--- config.mk ---
export PLATFORM = sky130hd
export DESIGN_NAME = dot_update_scheduler
export DESIGN_NICKNAME = d
export VERILOG_FILES = /design/src/rtl/dot_pkg.sv /design/src/rtl/sync_fifo.sv /design/src/rtl/dot_update_scheduler.sv
export SDC_FILE = /design/constraint.sdc
export NUM_CORES = 2
export LEC_CHECK = 0
export ABC_CLOCK_PERIOD_IN_PS = 17750
export CAP_MARGIN = 5
export CORE_UTILIZATION = 55
export DETAILED_ROUTE_END_ITERATION = 6
export MAX_ROUTING_LAYER = met4
export PLACE_DENSITY = 0.71
export SLEW_MARGIN = 10
export SYNTH_ARGS = -nofsm -noshare
export SYNTH_HDL_FRONTEND = slang
export SYNTH_MEMORY_MAX_BITS = 65536
export SYNTH_SLANG_ARGS = --single-unit
--- constraint.sdc ---
create_clock -name clk -period 17.75 [get_ports clk]
set_input_delay 1.775 -clock clk [delete_from_list [all_inputs] [get_ports clk]]
set_output_delay 1.775 -clock clk [all_outputs]
set_load 0.005 [all_outputs]
--- src/rtl/dot_pkg.sv ---
// Shared constants, FSM encoding and coordinate clamp for the dot update scheduler.
package dot_pkg;

  localparam int NUM_DOTS    = 200;
  localparam int ID_W        = 8;
  localparam int LOC_W       = 10;
  localparam int X_MAX       = 639;
  localparam int Y_MAX       = 479;
  localparam int FIFO_DEPTH  = 256;
  localparam int HOLD_CYCLES = 4;
  localparam int ENTRY_W     = 1 + ID_W + LOC_W;

  typedef enum logic [1:0] {
    IDLE  = 2'd0,
    DRAIN = 2'd1,
    HOLD  = 2'd2,
    DONE  = 2'd3
  } state_t;

  // The full 32-bit value is compared so that bits above the stored width still saturate.
  function automatic logic [LOC_W-1:0] clamp_loc(input logic [31:0] loc,
                                                 input logic [LOC_W-1:0] max_loc);
    logic [LOC_W-1:0] result;
    result = (loc > 32'(max_loc)) ? max_loc : loc[LOC_W-1:0];
    return result;
  endfunction

endpackage

--- src/rtl/sync_fifo.sv ---
// Show-ahead synchronous FIFO; pointers carry one extra bit so full and empty are distinguishable.
module sync_fifo #(
  parameter int WIDTH = 19,
  parameter int DEPTH = 256
) (
  input  logic             clk,
  input  logic             reset,
  input  logic             push,
  input  logic             pop,
  input  logic [WIDTH-1:0] din,
  output logic [WIDTH-1:0] dout,
  output logic             full,
  output logic             empty
);

  localparam int AW = $clog2(DEPTH);

  logic [WIDTH-1:0] mem [DEPTH];
  logic [AW:0]      wr_ptr;
  logic [AW:0]      rd_ptr;
  logic             do_push;
  logic             do_pop;

  assign do_push = push && !full;
  assign do_pop  = pop && !empty;
  assign empty   = (wr_ptr == rd_ptr);
  assign full    = (wr_ptr[AW] != rd_ptr[AW]) && (wr_ptr[AW-1:0] == rd_ptr[AW-1:0]);
  assign dout    = mem[rd_ptr[AW-1:0]];

  always_ff @(posedge clk) begin
    if (do_push) begin
      mem[wr_ptr[AW-1:0]] <= din;
    end
  end

  always_ff @(posedge clk) begin
    if (reset) begin
      wr_ptr <= '0;
      rd_ptr <= '0;
    end else begin
      if (do_push) begin
        wr_ptr <= wr_ptr + 1'b1;
      end
      if (do_pop) begin
        rd_ptr <= rd_ptr + 1'b1;
      end
    end
  end

endmodule

--- src/rtl/dot_update_scheduler.sv ---
// Buffers processor dot writes and replays them to the VGA dot registers only during
// vertical blanking, pulsing frame_done once per frame when the drain is finished.
module dot_update_scheduler #(
  parameter int NUM_DOTS    = dot_pkg::NUM_DOTS,
  parameter int ID_W        = dot_pkg::ID_W,
  parameter int FIFO_DEPTH  = dot_pkg::FIFO_DEPTH,
  parameter int HOLD_CYCLES = dot_pkg::HOLD_CYCLES,
  parameter int X_MAX       = dot_pkg::X_MAX,
  parameter int Y_MAX       = dot_pkg::Y_MAX
) (
  input  logic        clk,
  input  logic        reset,
  input  logic        cpu_wren,
  input  logic        cpu_is_yloc,
  input  logic [31:0] cpu_dot_id,
  input  logic [31:0] cpu_dot_loc,
  output logic        cpu_ready,
  output logic        frame_done,
  output logic        overflow,
  output logic [15:0] drop_count,
  input  logic        screen_end,
  output logic        dot_wren,
  output logic        dot_is_yloc,
  output logic [31:0] dot_id,
  output logic [31:0] dot_loc
);

  import dot_pkg::*;

  localparam int ENT_W = 1 + ID_W + LOC_W;
  localparam int CNT_W = (HOLD_CYCLES > 1) ? $clog2(HOLD_CYCLES) : 1;

  state_t           state;
  state_t           state_next;
  logic             screen_end_q;
  logic             screen_end_rise;
  logic             id_valid;
  logic             push;
  logic             pop;
  logic             fifo_full;
  logic             fifo_empty;
  logic [LOC_W-1:0] loc_clamped;
  logic [ENT_W-1:0] fifo_din;
  logic [ENT_W-1:0] fifo_dout;
  logic [CNT_W-1:0] hold_cnt;
  logic             out_is_yloc;
  logic [ID_W-1:0]  out_id;
  logic [LOC_W-1:0] out_loc;

  assign id_valid        = (cpu_dot_id < 32'(NUM_DOTS));
  assign loc_clamped     = clamp_loc(cpu_dot_loc, cpu_is_yloc ? LOC_W'(Y_MAX) : LOC_W'(X_MAX));
  assign fifo_din        = {cpu_is_yloc, cpu_dot_id[ID_W-1:0], loc_clamped};
  assign push            = cpu_wren && !fifo_full && id_valid;
  assign cpu_ready       = !fifo_full;
  assign screen_end_rise = screen_end && !screen_end_q;

  sync_fifo #(
    .WIDTH (ENT_W),
    .DEPTH (FIFO_DEPTH)
  ) u_fifo (
    .clk   (clk),
    .reset (reset),
    .push  (push),
    .pop   (pop),
    .din   (fifo_din),
    .dout  (fifo_dout),
    .full  (fifo_full),
    .empty (fifo_empty)
  );

  always_ff @(posedge clk) begin
    if (reset) begin
      screen_end_q <= 1'b0;
    end else begin
      screen_end_q <= screen_end;
    end
  end

  always_ff @(posedge clk) begin
    if (reset) begin
      state <= IDLE;
    end else begin
      state <= state_next;
    end
  end

  // Blanking rises seen outside IDLE are ignored, so one drain runs per frame at most.
  always_comb begin
    state_next = state;
    case (state)
      IDLE:    if (screen_end_rise) state_next = DRAIN;
      DRAIN:   state_next = fifo_empty ? DONE : HOLD;
      HOLD:    if (hold_cnt == '0) state_next = DRAIN;
      DONE:    state_next = IDLE;
      default: state_next = IDLE;
    endcase
  end

  always_comb begin
    pop        = 1'b0;
    dot_wren   = 1'b0;
    frame_done = 1'b0;
    case (state)
      DRAIN:   pop = !fifo_empty;
      HOLD:    dot_wren = 1'b1;
      DONE:    frame_done = 1'b1;
      default: ;
    endcase
  end

  // The head entry is latched on pop and held steady for a full pixel-clock period.
  always_ff @(posedge clk) begin
    if (reset) begin
      hold_cnt    <= '0;
      out_is_yloc <= 1'b0;
      out_id      <= '0;
      out_loc     <= '0;
    end else if (pop) begin
      hold_cnt                         <= CNT_W'(HOLD_CYCLES - 1);
      {out_is_yloc, out_id, out_loc}   <= fifo_dout;
    end else if ((state == HOLD) && (hold_cnt != '0)) begin
      hold_cnt <= hold_cnt - 1'b1;
    end
  end

  always_ff @(posedge clk) begin
    if (reset) begin
      overflow   <= 1'b0;
      drop_count <= '0;
    end else begin
      if (cpu_wren && id_valid && fifo_full) begin
        overflow <= 1'b1;
      end
      if (cpu_wren && !id_valid && (drop_count != 16'hFFFF)) begin
        drop_count <= drop_count + 16'd1;
      end
    end
  end

  assign dot_is_yloc = out_is_yloc;
  assign dot_id      = 32'(out_id);
  assign dot_loc     = 32'(out_loc);

endmodule

==> flow_summary.yaml <==
run_status:
  status: "finished with violations"
  violations: "DRC"
routing:
  drtIter0Drc: 17098
  route.detailed.wl_per_inst_um: 38.84
  drtAntennaViolNets: 0
  drc: 27
  drt_wl_total_um: 549200
  vias: 98625
  firstDrtPassIters: 7
  viasPerCell: 6.976
sta:
  worstMarginPinSlew_ns: 1.324
  layout_min_cycle_time_ns: 6.136
  slew_violations: 0
  min_period_over_period_pct: 34.57
  holdWs_ns: 0.5074
  rsz0062_at_grt: "false"
  hold_viol: 0
  slew_headroom_pct: 10.56
  fin_setup_tns_ns: 0
  final-setup-viol-count: 0
  setup_ws_ns: 11.61
  fmax_mhz: 163.0
  skew_ns: 0.05418
logic_synthesis:
  synth.top_cell.area_share_pct: 76.52
  syn_avg_cell_area_um2: 21.53
  netlist_top_cells_area: "edfxtp_1 (77%), mux4_2 (12%), mux2i_1 (2.4%)"
  synthArstFlopShare_pct: 0
  syn-instance-count: 8865
  synth_flop_cell: "edfxtp_1"
  ys_warn_count: 0
  syn_area_um2: 190900
  synth-edff-count: 4864
  ys_seq_area_share_pct: 77.14
  synth_cell_types: 88
  yosysTopAreaCell: "edfxtp_1"
  synth_commonest_cells: "edfxtp_1 (4,864), mux4_2 (1,004), mux2i_1 (464)"
  yosysMostFrequentCell: "edfxtp_1"
  ys_seq_elements: 4923
die:
  num_io_pins: 154
  std_cell_rows: 215
  dieWidth_um: 591.1
  dieArea_um2: 349400
  start_util_pct: 55.48
  die_h_um: 591.1
  core_area_um2: 344100
pwr:
  combPwrFrac_pct: 0.9
  p_leak_nw: 68.23
  p_per_area_nw_per_um2: 108.6
  p_clk_share_pct: 44.1
  p_total_mw: 23.08
  pwr-share-seq_pct: 55.1
  p_switching_mw: 4.540
  p_sw_share_pct: 19.67
  internal_power_mw: 18.54
  max-vdd-ir-drop_v: 0.00008619
layout:
  stdcell_count: 14138
  final_area_um2: 212400
  final_nets: 9225
  syn_to_final_growth_pct: 11.30
  seqCellArea_um2: 147300
  multi_input_area_um2: 40670
  drive_gt1_share_pct: 23.65
  final_util_pct: 61.75
  n_fill_cell: 22833
cts:
  cts_setup_buffers: 0
  path_clk_slew_ns: 0.06
  cts_resized: 0
  cts_tree: "yes"
  clock-root-buffer: "clkbuf_16"
  ctsHtreeMaxLevel: 5
  hold_buffers: 0
  cts.sinks: 4923
  clkLatencyLatePin_ns: 1.02
  clock_path_buffers: 4
  cts_buffers: 473
critical_path:
  r2r_slack_ns: 11.61
  end_kind: "flip-flop"
  critical_path.max_fanout: 108
  path_class: "flip-flop to flip-flop"
  startpoint_type: "flip-flop"
  cp.arrival_ns: 7.00
  crit_required_ns: 18.62
placed_design:
  hpwl_um: 320100
  dp_slack_ns: 10.89
  port-buffer-count: 107
  place_inst: 13227
  globalplace.congestion: 0.9351
  place_area_um2: 196700
hold_path:
  hold_class: "flip-flop to flip-flop"
global_route:
  grt_pass1_vias: 94642
  grt_overflow: 0
  antenna_found_initial: 36
  grt_max_degree: 157
  grt_pass1_wl_um: 752800
  grt_use_total_pct: 32.21
flow_run:
  maxCapViolCount: 0
## registers in the layout, summed over array words and instances, names as in the netlist
register	count
u_fifo.mem	4864
drop_count	16
out_loc	10
u_fifo.rd_ptr	9
u_fifo.wr_ptr	9
out_id	8
hold_cnt	2
state	2
dot_is_yloc	1
overflow	1
screen_end_q	1
## power groups by stage
stage | sequential [mW] | clock (mW) | combinational [mW]
6_report | 12.7 | 10.2 | 0.202
2_1_floorplan | 13.0 | 0 | 0.0349
3_3_place_gp | 13.0 | 0 | 0.186
3_5_place_dp | 13.0 | 0 | 0.198
5_1_grt | 12.7 | 10.6 | 0.205
4_1_cts | 12.7 | 10.2 | 0.198
## placed cells by master, fill, tap and decap left out, drive strengths merged, types with 14 or more instances in the layout
master            n
a2111oi          16
a211oi           44
a21oi           177
a221oi           84
a22o             24
a22oi           145
a311oi           14
a31oi            44
a41oi            14
and3             19
buf             225
bufinv           56
clkbuf          570
clkdlybuf4s50    97
clkinv          218
clkinvlp         20
conb             46
dfxtp            59
diode            35
edfxtp         4864
inv              33
mux2i           464
mux4           1065
nand2           224
nand3            72
nand4            24
nor2            391
nor2b            25
nor3             38
nor4             19
o211ai           15
o21ai           113
o221ai           53
o22ai            74
xnor2            22
## path summary, 6_finish.rpt
path                      end  depth (start not counted)        startpoint
max                 out_id[0]                          9  u_fifo.rd_ptr[1]
min          u_fifo.rd_ptr[8]                          2  u_fifo.rd_ptr[8]
max reg2reg         out_id[0]                          9  u_fifo.rd_ptr[1]
min reg2reg  u_fifo.rd_ptr[8]                          2  u_fifo.rd_ptr[8]
## final cells by class
class / count / area share (%)
Antenna cell: 35 / 0.04123
Clock buffer: 568 / 5.861
Clock inverter: 308 / 1.485
Inverter: 19 / 0.04182
Multi-Input combinational cell: 3404 / 19.14
Sequential cell: 4923 / 69.32
Tap cell: 4557 / 2.684
Timing Repair Buffer: 324 / 1.422
## metal layers
metal	wire, um	vias up	part of all wire (%)	GRT usage (%)
met1	194100	51765	35	42.95
met3	68920	1310	13	7.220
met4	32970	0	6.0	16.39
li1	-	37912	-	-
met2	253200	7638	46	47.19
met5	0	-	0	-
## critical path: stages (launching register included)
cell and delay [ns]:
dfxtp_4 0.74, buf_12 0.59, buf_4 0.72, buf_4 0.62, buf_4 0.74, mux4_2 0.51
a221oi_1 0.52, a41oi_1 0.24, nor4_1 0.85, o32ai_1 0.19
## cell families after synthesis
kind of cell	synth area share [%]
flops	77.14
fa+ha+maj	0.07210
mux	15.18
other cells	0.001965
buf+inv	2.143
compound gates	3.310
xor+xnor	0.1606
simple gates	1.996
(Power assumes the default switching activity.)
